==> src/rtl/fsk_tx_frame_scheduler.sv <==
// ============================================================================
// Module: fsk_tx_frame_scheduler
//
// Purpose:
//   Shares one FSK serial transmit line between NUM_REQ requesters. Each
//   requester offers a 4-bit nibble. The block arbitrates between the
//   requesters and serialises the winning nibble as one frame:
//       header 1,1,1 | data bit0..bit3 (LSB first) | even parity | GAP_BITS x 0
//   Every serial bit lasts BIT_DIV clk cycles. The output feeds the FSK
//   modulator, and the framing matches the receive-side frame decoder.
//
// Build option:
//   FSK_TX_FIXED_PRIO_EN - when defined, arbitration is fixed priority (the
//                          lowest valid index wins) and there is no
//                          round-robin pointer. When undefined (default), the
//                          search is round-robin, starting at the requester
//                          after the previous winner.
//
// Parameters:
//   NUM_REQ   - number of requesters, 2..8
//   BIT_DIV   - clk cycles per serial bit, >= 2
//   GAP_BITS  - idle zero bits after each frame, >= 1
//
// Ports:
//   clk           in   clock, all logic on posedge
//   reset         in   synchronous, active-low reset
//   i_req_valid   in   [NUM_REQ]   per-requester valid, held until ready
//   i_req_data    in   [4*NUM_REQ] nibble of requester i at [4i+3:4i]
//   o_req_ready   out  [NUM_REQ]   one-cycle accept pulse, one-hot or zero
//   o_tx_bit      out  serial line to the modulator, idles 0
//   o_tx_active   out  high from the first header bit to the end of parity
//   o_bit_strobe  out  high on the last clk of every bit period while busy
//   o_grant_id    out  [clog2(NUM_REQ)] requester that owns the frame
//   o_busy        out  high whenever the scheduler is not idle
// ============================================================================
module fsk_tx_frame_scheduler #(
    parameter int NUM_REQ  = 4,
    parameter int BIT_DIV  = 8,
    parameter int GAP_BITS = 2
) (
    input  logic                       clk,
    input  logic                       reset,
    input  logic [NUM_REQ-1:0]         i_req_valid,
    input  logic [4*NUM_REQ-1:0]       i_req_data,
    output logic [NUM_REQ-1:0]         o_req_ready,
    output logic                       o_tx_bit,
    output logic                       o_tx_active,
    output logic                       o_bit_strobe,
    output logic [$clog2(NUM_REQ)-1:0] o_grant_id,
    output logic                       o_busy
);

    // Widths of the requester index, the bit-period divider and the
    // per-state bit counter. The bit counter must reach the last header
    // bit (2), the last data bit (3) and the last gap bit (GAP_BITS-1).
    localparam int IW     = $clog2(NUM_REQ);
    localparam int DW     = $clog2(BIT_DIV);
    localparam int MAXBIT = (GAP_BITS > 4) ? (GAP_BITS - 1) : 3;
    localparam int BW     = $clog2(MAXBIT + 1);

    localparam logic [DW-1:0] DIV_LAST = DW'(BIT_DIV - 1);
    localparam logic [DW-1:0] DIV_PRE  = DW'(BIT_DIV - 2);
    localparam logic [BW-1:0] HDR_LAST = BW'(2);
    localparam logic [BW-1:0] DAT_LAST = BW'(3);
    localparam logic [BW-1:0] GAP_LAST = BW'(GAP_BITS - 1);

    typedef enum logic [2:0] {
        IDLE,
        HDR,
        DATA,
        PAR,
        GAP
    } state_t;

    // ------------------------------------------------------------------
    // Frame state
    // ------------------------------------------------------------------
    state_t              r_state;
    logic [DW-1:0]       r_div;
    logic [BW-1:0]       r_bit;
    logic [3:0]          r_nibble;
    logic                r_parity;

    // Registered outputs
    logic [NUM_REQ-1:0]  r_reqReady;
    logic                r_txBit;
    logic                r_txActive;
    logic                r_bitStrobe;
    logic [IW-1:0]       r_grantId;
    logic                r_busy;

    // Arbitration results
    logic [IW-1:0]       w_winner;
    logic                w_anyValid;
    logic [3:0]          w_winData;
    logic [NUM_REQ-1:0]  w_grantOneHot;

    assign w_anyValid    = |i_req_valid;
    assign w_winData     = i_req_data[4*w_winner +: 4];
    assign w_grantOneHot = {{(NUM_REQ-1){1'b0}}, 1'b1} << w_winner;

`ifdef FSK_TX_FIXED_PRIO_EN
    // Fixed priority: scanning from the top down, the last valid index
    // found is the lowest one, which therefore wins.
    always_comb begin
        w_winner = '0;
        for (int i = NUM_REQ - 1; i >= 0; i--) begin
            if (i_req_valid[i]) begin
                w_winner = IW'(i);
            end
        end
    end
`else
    // Round-robin pointer: index of the requester checked first. It moves
    // to one past the winner on every grant so each requester gets a turn.
    logic [IW-1:0] r_ptr;
    logic [IW-1:0] w_nextPtr;

    assign w_nextPtr = (w_winner == IW'(NUM_REQ - 1)) ? '0 : (w_winner + 1'b1);

    // Walk the requesters starting at the pointer and wrapping past
    // NUM_REQ-1 back to 0; the first valid requester wins.
    always_comb begin
        int  idx;
        logic found;
        idx      = 0;
        found    = 1'b0;
        w_winner = '0;
        for (int i = 0; i < NUM_REQ; i++) begin
            idx = int'(r_ptr) + i;
            if (idx >= NUM_REQ) begin
                idx = idx - NUM_REQ;
            end
            if (!found && i_req_valid[idx]) begin
                found    = 1'b1;
                w_winner = IW'(idx);
            end
        end
    end

    // The pointer only moves when a grant is issued from IDLE.
    always_ff @(posedge clk) begin
        if (!reset) begin
            r_ptr <= '0;
        end else if (r_state == IDLE && w_anyValid) begin
            r_ptr <= w_nextPtr;
        end
    end
`endif

    // ------------------------------------------------------------------
    // Frame sequencer.
    // The outputs are registered, so every transition also loads the
    // output values for the state being entered. bit_strobe is loaded
    // one cycle ahead: it is set when the divider is about to reach
    // BIT_DIV-1, which makes it high exactly on the last clk of a bit.
    // ------------------------------------------------------------------
    always_ff @(posedge clk) begin
        if (!reset) begin
            r_state     <= IDLE;
            r_div       <= '0;
            r_bit       <= '0;
            r_nibble    <= '0;
            r_parity    <= 1'b0;
            r_reqReady  <= '0;
            r_txBit     <= 1'b0;
            r_txActive  <= 1'b0;
            r_bitStrobe <= 1'b0;
            r_grantId   <= '0;
            r_busy      <= 1'b0;
        end else begin
            r_reqReady <= '0;
            case (r_state)
                IDLE: begin
                    // Request data and parity are captured here only, so
                    // later changes on i_req_data cannot affect the frame.
                    if (w_anyValid) begin
                        r_reqReady  <= w_grantOneHot;
                        r_grantId   <= w_winner;
                        r_nibble    <= w_winData;
                        r_parity    <= ^w_winData;
                        r_state     <= HDR;
                        r_div       <= '0;
                        r_bit       <= '0;
                        r_txBit     <= 1'b1;
                        r_txActive  <= 1'b1;
                        r_bitStrobe <= 1'b0;
                        r_busy      <= 1'b1;
                    end
                end

                default: begin
                    if (r_div != DIV_LAST) begin
                        r_div       <= r_div + 1'b1;
                        r_bitStrobe <= (r_div == DIV_PRE);
                    end else begin
                        // End of a bit period: move to the next bit.
                        r_div       <= '0;
                        r_bitStrobe <= 1'b0;
                        case (r_state)
                            HDR: begin
                                if (r_bit == HDR_LAST) begin
                                    r_state <= DATA;
                                    r_bit   <= '0;
                                    r_txBit <= r_nibble[0];
                                end else begin
                                    r_bit   <= r_bit + 1'b1;
                                    r_txBit <= 1'b1;
                                end
                            end

                            DATA: begin
                                if (r_bit == DAT_LAST) begin
                                    r_state <= PAR;
                                    r_bit   <= '0;
                                    r_txBit <= r_parity;
                                end else begin
                                    r_bit   <= r_bit + 1'b1;
                                    r_txBit <= r_nibble[r_bit[1:0] + 2'd1];
                                end
                            end

                            PAR: begin
                                r_state    <= GAP;
                                r_bit      <= '0;
                                r_txBit    <= 1'b0;
                                r_txActive <= 1'b0;
                            end

                            GAP: begin
                                if (r_bit == GAP_LAST) begin
                                    r_state <= IDLE;
                                    r_bit   <= '0;
                                    r_busy  <= 1'b0;
                                end else begin
                                    r_bit <= r_bit + 1'b1;
                                end
                                r_txBit <= 1'b0;
                            end

                            default: begin
                                r_state    <= IDLE;
                                r_bit      <= '0;
                                r_txBit    <= 1'b0;
                                r_txActive <= 1'b0;
                                r_busy     <= 1'b0;
                            end
                        endcase
                    end
                end
            endcase
        end
    end

    assign o_req_ready  = r_reqReady;
    assign o_tx_bit     = r_txBit;
    assign o_tx_active  = r_txActive;
    assign o_bit_strobe = r_bitStrobe;
    assign o_grant_id   = r_grantId;
    assign o_busy       = r_busy;

endmodule
==> config.mk <==
export PLATFORM = sky130hd
export DESIGN_NAME = fsk_tx_frame_scheduler
export DESIGN_NICKNAME = d
export VERILOG_FILES = /design/src/rtl/fsk_tx_frame_scheduler.sv
export SDC_FILE = /design/constraint.sdc
export NUM_CORES = 1
export LEC_CHECK = 0
export ABC_CLOCK_PERIOD_IN_PS = 2700
export BUFFER_PORTS_ARGS = -buffer_cell sky130_fd_sc_hd__buf_2
export CAP_MARGIN = 20
export CORE_ASPECT_RATIO = 1.25
export CORE_MARGIN = 2
export CORE_UTILIZATION = 27
export CTS_CLUSTER_DIAMETER = 60
export DETAILED_ROUTE_END_ITERATION = 6
export PLACE_DENSITY = 0.44
export SLEW_MARGIN = 15
export SYNTH_ARGS = -nofsm -noshare
export SYNTH_HDL_FRONTEND = slang
export SYNTH_SLANG_ARGS = --single-unit
==> constraint.sdc <==
create_clock -name clk -period 2.7 [get_ports clk]
set_clock_uncertainty 0.15 [all_clocks]
set_input_delay 0.54 -clock clk [delete_from_list [all_inputs] [get_ports clk]]
set_output_delay 0.54 -clock clk [all_outputs]
set_load 0.01 [all_outputs]
==> run metrics <==
P per Cell Area 957 nW/µm²; worst-case reg-to-reg path depth 6; first drt pass iteration count 4; IO Port Bufs 31; CTS root buffer clkbuf_8; final routed DRC violation total 0; grt met3 use 1.76%; GRT met2 Usage 21.2%; # IOs 32; Worst path slowest cell mux4_2; syn avg cell area 8.66 µm²; status finished, final reports clean; peak supply drop 0.323 mV; Worst-Margin Slew 0.512 ns; RSZ-0062 raised after global routing no; family with the most delay on the worst path multiplexers; Worst Path Class, Setup reg -> reg; Slew Limit Fails 0; drt via density 4.84; Num CTS Buffers 3; H-tree Lvls 1; CP Cell Sequence inv_1 -> ha_1 -> mux4_2 -> mux2_2 -> nand3_1 -> a31oi_1; post-layout minimum cycle time 2.11 ns; final wirelength 3200 µm; endpoint class of the critical path register; startpoint type of the worst setup path register; initial antenna violation count 0; final setup violation count 0; Setup WS pre-CTS 0.330 ns; GRT met1 Usage 13.6%; post-synthesis sequential area ratio 34.8%; Post-CTS Setup Repair Bufs 0; leakage power 0.000749 µW; CP required 2.70 ns; CTS tree done; Worst-Skew Late Latency 0.27 ns; reg2reg start r_bit[0]$_SDFFE_PN0P_; clock sinks 25; vias in the first global route 1225; Setup TNS Final 0 ns; core area 5120 µm²; Die Area 5930 µm²; clock-pin slew on the worst setup and hold paths 0.09 ns; CP Data Arrival Time 2.10 ns; fin cells 256; Fmax 0.475 GHz; area delta synth->final 16.6%; grt total ovfl 0; RePlAce Congestion 0.781; Nets 225; flops & latches, synth 25; Max-Cap Viols 0; worst setup margin 0.594 ns; Hold Violations, Final 0; CP max stage delay 0.49 ns; row cnt 29; hold buffer count at CTS 0; post-route ant nets 0; Starting Density 28.1%; total track usage 11.5%; Tcrit/Tclk final 78.0%; crit path max fanout 6; sink of the worst hold path o_bit_strobe$_SDFFE_PN0P_; pin count of the biggest net entering global routing 24; syn_nets 196; hold depth 2; yosys warns 0; worst hold path startpoint o_bit_strobe$_SDFFE_PN0P_; routed length per instance 12.5 µm; Cell variety after synth 40; R2R setup slack 0.59 ns; die height 85.6 µm; die width 69.3 µm; cell area after synthesis 1440 µm²; diode count 0; GR peak layer met2; Buf+Inv Stages, Crit Path 1; layout cell share with drive strength beyond 1 21.6%; worst hold slack 0.315 ns; CTS max path bufs 2; post-synthesis cell count 166; DP HPWL 2430 µm; placed cell count 252; cts repair resizes 0; R2R Path End o_tx_bit$_SDFFE_PN0P_; DR vias 1239; total power 1600 µW; Slew HR 65.6%; starting DRC count in detailed routing 43; first-pass GRT wire length 5600 µm; Hold Path Class reg -> reg
[through the flow]
step / util (%) / instance area [µm²]
2_1_floorplan: - / 1440
3_3_place_gp: 31.8 / 1630
3_5_place_dp: 31.8 / 1630
4_1_cts: 32.8 / 1680
5_1_grt: 32.8 / 1680
6_report: 32.8 / 1680
[state kept, by name, summed over array words and instances, names as in the netlist]
register	count
r_state	3
r_div	3
o_tx_active	1
o_req_ready	4
o_busy	1
o_tx_bit	1
o_grant_id	2
r_parity	1
o_bit_strobe	1
r_ptr	2
r_bit	2
r_nibble	4
[cells by family after synthesis]
group / share of synthesized area (%)
AO/OA/AOI/OAI: 19.1
XOR/XNOR: 2.44
adder cells (fa/ha/maj): 6.96
buffers and inverters: 5.66
flip-flops: 34.8
multiplexers: 11.4
AND/OR/NAND/NOR: 19.7
[area by class of cell]
cell class	count	area [µm²]
Inverter	6	22.5
Clock inverter	1	8.76
Sequential cell	25	500
Clock buffer	3	41.3
Timing Repair Buffer	33	170
Fill cell	551	3440
Tap cell	62	77.6
Multi-Input combinational cell	126	856
[synthesized netlist by cell type (all sizes together)]
cell type / instances / share of area [%]
nor3: 3 / 1.0
clkbuf: 6 / 1.6
nand4b: 1 / 0.61
nor2: 14 / 3.7
nand2: 21 / 5.5
and4: 1 / 0.70
o22a: 1 / 0.70
o211ai: 1 / 0.52
nand3: 3 / 1.0
dfxtp: 25 / 35
mux2i: 13 / 9.1
o211a: 3 / 2.1
xnor2: 2 / 1.2
buf: 3 / 2.5
xor2: 2 / 1.2
mux4: 1 / 1.6
a211oi: 1 / 0.52
ha: 8 / 7.0
nand2b: 3 / 1.3
nor3b: 2 / 1.0
a21o: 1 / 0.52
o21ai: 7 / 2.4
and2: 1 / 0.44
inv: 6 / 1.6
or3: 1 / 0.44
a32oi: 2 / 1.2
a31oi: 2 / 0.87
a22oi: 2 / 1.0
o21bai: 1 / 0.52
nor4: 1 / 0.44
nand4: 1 / 0.44
o311ai: 1 / 0.61
a21boi: 8 / 4.2
o22ai: 1 / 0.44
a21oi: 9 / 3.4
nor2b: 7 / 3.0
mux2: 1 / 0.78
[report_power, final]
group | switching [µW] | total, µW | internal (µW) | leakage [µW]
Combinational | 415 | 758 | 343 | 0.000517
Clock | 129 | 237 | 108 | 0.0000261
Sequential | 122 | 609 | 487 | 0.000206
[cells in the final DEF (no fill, tap or decap), types with 2 or more instances in the layout]
| master | netlist | routed |
|---|---|---|
| a21boi_0 | 8 | 8 |
| a21oi_1 | 8 | 8 |
| a22oi_1 | 2 | 2 |
| a31oi_1 | 2 | 2 |
| a32oi_1 | 2 | 2 |
| buf_2 | 1 | 31 |
| buf_4 | 0 | 2 |
| clkbuf_8 | 0 | 3 |
| dfxtp_1 | 25 | 25 |
| ha_1 | 8 | 8 |
| inv_1 | 6 | 6 |
| mux2i_1 | 13 | 13 |
| nand2_1 | 21 | 21 |
| nand2b_1 | 3 | 3 |
| nand3_1 | 3 | 3 |
| nor2_1 | 14 | 14 |
| nor2b_1 | 7 | 7 |
| nor3_1 | 3 | 3 |
| nor3b_1 | 2 | 2 |
| o211a_1 | 3 | 3 |
| o21ai_0 | 7 | 7 |
| xnor2_1 | 2 | 2 |
| xor2_1 | 2 | 2 |
[worst max path at each step]
stage                                from                     to  slack (ns)  cells past startpoint
finish              r_bit[0]$_SDFFE_PN0P_  o_tx_bit$_SDFFE_PN0P_        0.59                      6
global placement           i_req_valid[0]  r_parity$_SDFFE_PN0P_        0.37                      9
detailed placement         i_req_valid[0]  r_parity$_SDFFE_PN0P_        0.33                      9
floorplan                  i_req_valid[2]  r_parity$_SDFFE_PN0P_        0.52                      8
global route        r_ptr[0]$_SDFFE_PN0P_  r_parity$_SDFFE_PN0P_        0.42                      8
CTS                 r_bit[0]$_SDFFE_PN0P_  o_tx_bit$_SDFFE_PN0P_        0.58                      6
[worst register-to-register path: stages, from the launching register on]
cell and delay, ns:
dfxtp_1 0.44, inv_1 0.11, ha_1 0.34, mux4_2 0.49
mux2_2 0.28, nand3_1 0.09, a31oi_1 0.08
[metal layers]
metal  vias up  wire length, µm
met5         -                0
met4         0               19
met3         2               92
met2        19             1630
met1       581             1450
li1        637                -
Note: power is estimated with default switching activity, not from simulation.
